===== config.mk =====
export PLATFORM = sky130hd
export DESIGN_NAME = i2s_rx_master
export DESIGN_NICKNAME = d
export VERILOG_FILES = /design/src/rtl/i2s_rx_master.sv
export SDC_FILE = /design/constraint.sdc
export NUM_CORES = 1
export LEC_CHECK = 0
export BUFFER_PORTS_ARGS = -buffer_cell sky130_fd_sc_hd__clkbuf_2
export CORE_AREA = 5 5 101 103
export CTS_BUF_LIST = sky130_fd_sc_hd__clkbuf_8
export CTS_CLUSTER_SIZE = 14
export DETAILED_ROUTE_END_ITERATION = 6
export DIE_AREA = 0 0 106 108
export PLACE_DENSITY = 0.74
export RECOVER_POWER = 100
export REMOVE_ABC_BUFFERS = 1
export SLEW_MARGIN = 20
export SYNTH_ARGS = -nofsm -noshare
export SYNTH_HDL_FRONTEND = slang
export SYNTH_SLANG_ARGS = --single-unit

===== constraint.sdc =====
create_clock -name clk -period 1.8 [get_ports clk]
set_input_delay 0.09 -clock clk [delete_from_list [all_inputs] [get_ports clk]]
set_output_delay 0.09 -clock clk [all_outputs]
set_load 0.1 [all_outputs]

===== src/rtl/i2s_rx_master.sv =====
// I2S receive master for the Pmod I2S2 ADC: generates MCLK/SCLK/LRCK from clk
// and deserialises 24-bit stereo samples into a parallel pair with a strobe.
module i2s_rx_master #(
  parameter int unsigned DATA_W       = 24,
  parameter int unsigned MCLK_HALF    = 1,
  parameter int unsigned SLOTS_PER_CH = 32
) (
  input  logic              clk,
  input  logic              rst,
  output logic              mclk_out,
  output logic              sclk_out,
  output logic              lrck_out,
  input  logic              sdin_in,
  output logic [DATA_W-1:0] left_data,
  output logic [DATA_W-1:0] right_data,
  output logic              new_packet
);

  localparam int unsigned SCLK_HALF = 4 * MCLK_HALF;
  localparam int unsigned PH_N      = 2 * SCLK_HALF;
  localparam int unsigned PH_W      = $clog2(PH_N);
  localparam int unsigned SLOT_N    = 2 * SLOTS_PER_CH;
  localparam int unsigned SLOT_W    = $clog2(SLOT_N);
  localparam int unsigned MC_W      = (MCLK_HALF > 1) ? $clog2(MCLK_HALF) : 1;

  logic [PH_W-1:0]   ph_q, ph_d;
  logic [SLOT_W-1:0] slot_q, slot_d;
  logic [MC_W-1:0]   mc_cnt_q, mc_cnt_d;
  logic              mclk_d, sclk_d, lrck_d;
  logic              cap, left_win, right_win, last_bit, left_clr, right_clr;
  logic [DATA_W-1:0] left_sr, right_sr;

  // Slot/phase counters and next values of the generated clocks
  always_comb begin
    ph_d     = ph_q + PH_W'(1);
    slot_d   = slot_q;
    mc_cnt_d = mc_cnt_q + MC_W'(1);
    mclk_d   = mclk_out;
    if (ph_q == PH_W'(PH_N - 1)) begin
      ph_d   = '0;
      slot_d = (slot_q == SLOT_W'(SLOT_N - 1)) ? '0 : slot_q + SLOT_W'(1);
    end
    if (mc_cnt_q == MC_W'(MCLK_HALF - 1)) begin
      mc_cnt_d = '0;
      mclk_d   = ~mclk_out;
    end
    sclk_d = (ph_d >= PH_W'(SCLK_HALF));
    lrck_d = (slot_d >= SLOT_W'(SLOTS_PER_CH));
  end

  // Capture decode; data sits one slot after the LRCK transition
  always_comb begin
    cap       = (ph_q == PH_W'(SCLK_HALF));
    left_win  = (slot_q >= SLOT_W'(1)) && (slot_q <= SLOT_W'(DATA_W));
    right_win = (slot_q >= SLOT_W'(SLOTS_PER_CH + 1)) &&
                (slot_q <= SLOT_W'(SLOTS_PER_CH + DATA_W));
    last_bit  = (slot_q == SLOT_W'(SLOTS_PER_CH + DATA_W));
    left_clr  = (slot_q == '0) && (ph_q == '0);
    right_clr = (slot_q == SLOT_W'(SLOTS_PER_CH)) && (ph_q == '0);
  end

  always_ff @(posedge clk) begin
    if (rst) begin
      ph_q     <= '0;
      slot_q   <= '0;
      mc_cnt_q <= '0;
      mclk_out <= 1'b0;
      sclk_out <= 1'b0;
      lrck_out <= 1'b0;
    end else begin
      ph_q     <= ph_d;
      slot_q   <= slot_d;
      mc_cnt_q <= mc_cnt_d;
      mclk_out <= mclk_d;
      sclk_out <= sclk_d;
      lrck_out <= lrck_d;
    end
  end

  always_ff @(posedge clk) begin
    if (rst) begin
      left_sr    <= '0;
      right_sr   <= '0;
      left_data  <= '0;
      right_data <= '0;
      new_packet <= 1'b0;
    end else begin
      if (left_clr) begin
        left_sr <= '0;
      end else if (cap && left_win) begin
        left_sr <= {left_sr[DATA_W-2:0], sdin_in};
      end
      if (right_clr) begin
        right_sr <= '0;
      end else if (cap && right_win) begin
        right_sr <= {right_sr[DATA_W-2:0], sdin_in};
      end
      // Both channels publish together on the right-LSB capture
      if (cap && last_bit) begin
        left_data  <= left_sr;
        right_data <= {right_sr[DATA_W-2:0], sdin_in};
      end
      new_packet <= cap && last_bit;
    end
  end

endmodule


==> results.txt <==
The net switching component of the power came out at 913 uW. For this design the ratio of total power to cell area is 770 nW/um^2. The path class of the lowest-slack min-delay path is in -> reg. The most frequent standard cell in the layout excluding fill and tap cells is sky130_fd_sc_hd__nand2_1. In this run the vertical extent of the chip is 108 um. The number of slew-limit violations in the final report came to 0. The flow ran to the end, but the final reports show violations.

The fraction of power spent switching nets came out at 0.232. For this configuration, the core starts out at a cell density of 0.441. The number of remaining DRC errors came out at 0. The Yosys step of the flow raised 0 warnings. For hold timing, the worst endpoint is right_data[0]. After synthesis the netlist holds a flip-flop and latch count of 107.

The startpoint of the most critical hold path is sdin_in. Entering global routing, the biggest net connects 36 pins. The via count normalized by instance count is 5.04.

The routed via count came out at 3317. The biggest area contributor in the post-synthesis netlist is sky130_fd_sc_hd__dfxtp_1. The final layout net count is between 500 and 600. The post-detailed-routing wire length is 8.95 mm. The number of violations of the max-capacitance limit is 0. In this run the static leakage power is 1.82 nW. In the layout the commonest cells are 173 x sky130_fd_sc_hd__nand2_1, 105 x sky130_fd_sc_hd__dfxtp_1, 55 x sky130_fd_sc_hd__clkbuf_2. The per-instance average area after synthesis came out at between 8 and 9 um^2. Clock latency on the worst-skew pair, taken at its later pin, is approximately 0.38 ns. The share of total power in combinational logic came out at 0.050. For the worst setup path, the data required time is 2.06 ns. The placed instances occupy a cell area of between 4000 and 5000 um^2. The async set-or-reset flop fraction in the synthesized netlist is 0. TritonCTS built the clock tree. The wire length of the first global-routing pass is 14.1 mm.

The number of clock buffers added by TritonCTS is 9. The gate count after technology mapping is approximately 470. The internal power consumption came out at slightly above 3 mW. The critical path endpoint category is a flip-flop. The largest fanout on the critical path came out at 12. Among all flip-flop cells after synthesis, the most frequent one is sky130_fd_sc_hd__dfxtp_1.

The root buffer cell chosen for the clock tree is sky130_fd_sc_hd__clkbuf_8. The count of nets left with antenna violations after detail routing is 0. The final critical-path share of the clock period is 1.06. The design area came out at 5110 um^2. The worst register-to-register path ends at left_sr[0].

The area of the mapped netlist is 4020 um^2. The worst path setup slack after routing is -0.100 ns. The detailed router finished its first iteration with 169 violations. The H-tree was split into 3 levels. The cell count of the worst reg-to-reg path is 8. The overall power is 3.93 mW. The unique cell type count in the Yosys netlist came out at 31.

Data on the critical path arrives at its endpoint at 2.16 ns. The worst-case clock skew came out at 0.0141 ns. The critical path is of the reg -> reg type.

The number of global-route vias before repair is 3152. The final reports fail on setup timing. The worst setup path is launched from a flip-flop. The proportion of power drawn by the clock network is 0.345. The number of enable-type register cells in the synthesized netlist came out at 0. The worst pin sits at a relative slew slack of 0.638.

The depth of the worst hold-timing path is 3. Of the synthesized area, sequential elements account for 0.533. The hold violation total from the final report came to 0.

The antenna diode instance count is 0. The maximum vdd drop came out at 0.000370 V. After floorplanning, the core was sized to cover 9110 um^2.

Based on the critical path, the design can be clocked at up to 526 MHz. In this run the count of I/O pins placed on the die edge is 55. The width of the chip is 106 um. In this run the deepest clock path goes through 2 buffers.

Setup repair after global routing could not meet its margin everywhere. The sum of net half-perimeters after detailed placement is 5.47 mm. The slack of the worst reg-to-reg path is -0.10 ns. The congestion estimate from routability-driven global placement came to between 0.7 and 0.8.

Summed over all layers, the global routing overflow is 0. The clock transition at the register clock pins on the worst setup and hold paths after CTS is 0.09 ns. The fraction of layout instances using a drive strength above 1 is 0.324. The per-cell routed wire length is about 14 um.

From synthesis to final layout, the design area changed by 27.0%. The setup slack after placement is -0.0958 ns. The routed design could run at a clock period as short as 1.90 ns.

The number of clock sinks is approximately 110. The top-area cell type share of the netlist area came out at 0.533. The combined global-route utilization of all metal layers came out at 0.150. The detailed-router iteration count before antenna repair is 4. The die covers 11400 um^2.

The number of setup violations in the final report is 47. The number of input and output port buffers inserted is 54. The cell row count came out at 35.

The initial antenna violation count is 0. By area the synthesized netlist is led by sky130_fd_sc_hd__dfxtp_1 53%, sky130_fd_sc_hd__nand2_1 18%, sky130_fd_sc_hd__a21oi_1 9.5%, sky130_fd_sc_hd__a21oi_2 4.4%, sky130_fd_sc_hd__buf_6 2.0%. The proportion of power drawn by flip-flops and latches is 0.606. The measured slew at the worst slew-check pin came out at 0.545 ns. Across all hold checks on the routed design, the worst slack comes to 0.0162 ns.

Summed over all failing endpoints, the final setup total negative slack is -3.50 ns.
## power by group through the flow
stage	sequential, mW	clock, mW	combinational (mW)
2_1_floorplan	2.46	0	0.0557
3_3_place_gp	2.44	0	0.143
3_5_place_dp	2.44	0	0.144
4_1_cts	2.38	1.38	0.145
5_1_grt	2.39	1.49	0.209
6_report	2.38	1.36	0.195
## kinds of logic (layout without fill, tap and decap cells)
family,count (synthesis),in the layout,synth area share
AND/OR/NAND/NOR,214,214,0.211
flip-flops,107,107,0.533
AO/OA/AOI/OAI,104,104,0.173
buffers and inverters,36,109,0.0510
adder cells (fa/ha/maj),6,6,0.0187
XOR/XNOR,5,5,0.0109
other,1,1,0.000933
multiplexers,1,1,0.00249
## synthesized netlist by cell type (2+ instances only)
cell type,instances
sky130_fd_sc_hd__buf_6,7
sky130_fd_sc_hd__and3b_1,2
sky130_fd_sc_hd__ha_1,6
sky130_fd_sc_hd__o221ai_4,2
sky130_fd_sc_hd__clkbuf_1,11
sky130_fd_sc_hd__o221a_2,2
sky130_fd_sc_hd__buf_2,11
sky130_fd_sc_hd__nand4_1,2
sky130_fd_sc_hd__a21oi_1,76
sky130_fd_sc_hd__inv_1,6
sky130_fd_sc_hd__nand2_1,194
sky130_fd_sc_hd__dfxtp_1,107
sky130_fd_sc_hd__nor3_1,2
sky130_fd_sc_hd__xor2_1,4
sky130_fd_sc_hd__nor2_1,7
sky130_fd_sc_hd__a21oi_2,20
## critical path: stages (launching register included)
cell and delay (ns):
sky130_fd_sc_hd__dfxtp_2 0.33, sky130_fd_sc_hd__inv_2 0.06, sky130_fd_sc_hd__ha_4 0.11, sky130_fd_sc_hd__or4b_4 0.50, sky130_fd_sc_hd__buf_4 0.17, sky130_fd_sc_hd__o41ai_4 0.21
sky130_fd_sc_hd__buf_4 0.21, sky130_fd_sc_hd__buf_12 0.15, sky130_fd_sc_hd__a21oi_1 0.04
## through the flow
stage          std cells  utilization
3_3_place_gp         632        0.492
2_1_floorplan        444            -
6_report             658        0.561
4_1_cts              651        0.524
3_5_place_dp         632        0.492
5_1_grt              658        0.561
## worst max path at each step
stage                              end  slack, ns  depth (start not counted)
after global placement     left_sr[23]      -0.05                          7
after CTS                  right_sr[6]      -0.07                          9
after detailed placement   left_sr[21]       -0.1                          8
after floorplan           left_data[0]      -1.17                          4
final                       left_sr[0]      -0.10                          8
after global routing       left_sr[23]      -0.18                          8
## flip-flops by register name (all words and copies together), names as in the netlist, named ones only
name and cells:
mclk_out 1, right_data 24, left_sr 24, right_sr 23, ph_q 2, new_packet 1, left_data 24, sclk_out 1
mc_cnt_q 1
## layer usage
layer	vias up	global-route usage	wire, um
met3	25	0.0466	384
met2	68	0.243	4320
met1	1554	0.181	3990
met5	-	0	0
li1	1670	-	-
met4	0	0.0731	247
## cell type report
class	instances	area, um^2
sequential	107	2140
multi-input combinational	331	1910
timing repair buffer	87	712
tap	111	139
fill	774	4000
clock inverter	5	30.0
clock buffer	11	151
inverter	6	22.5
## timing repair
| action | in CTS | in global routing |
|---|---|---|
| hold buffers | 0 | 0 |
| gates cloned | 2 | 5 |
| setup endpoints to repair | 47 | 61 |
| buffers inserted | 1 | 2 |
| pin swaps | 21 | 31 |
| resized for setup | 15 | 57 |
No activity file was read; power rests on OpenSTA's default activity.
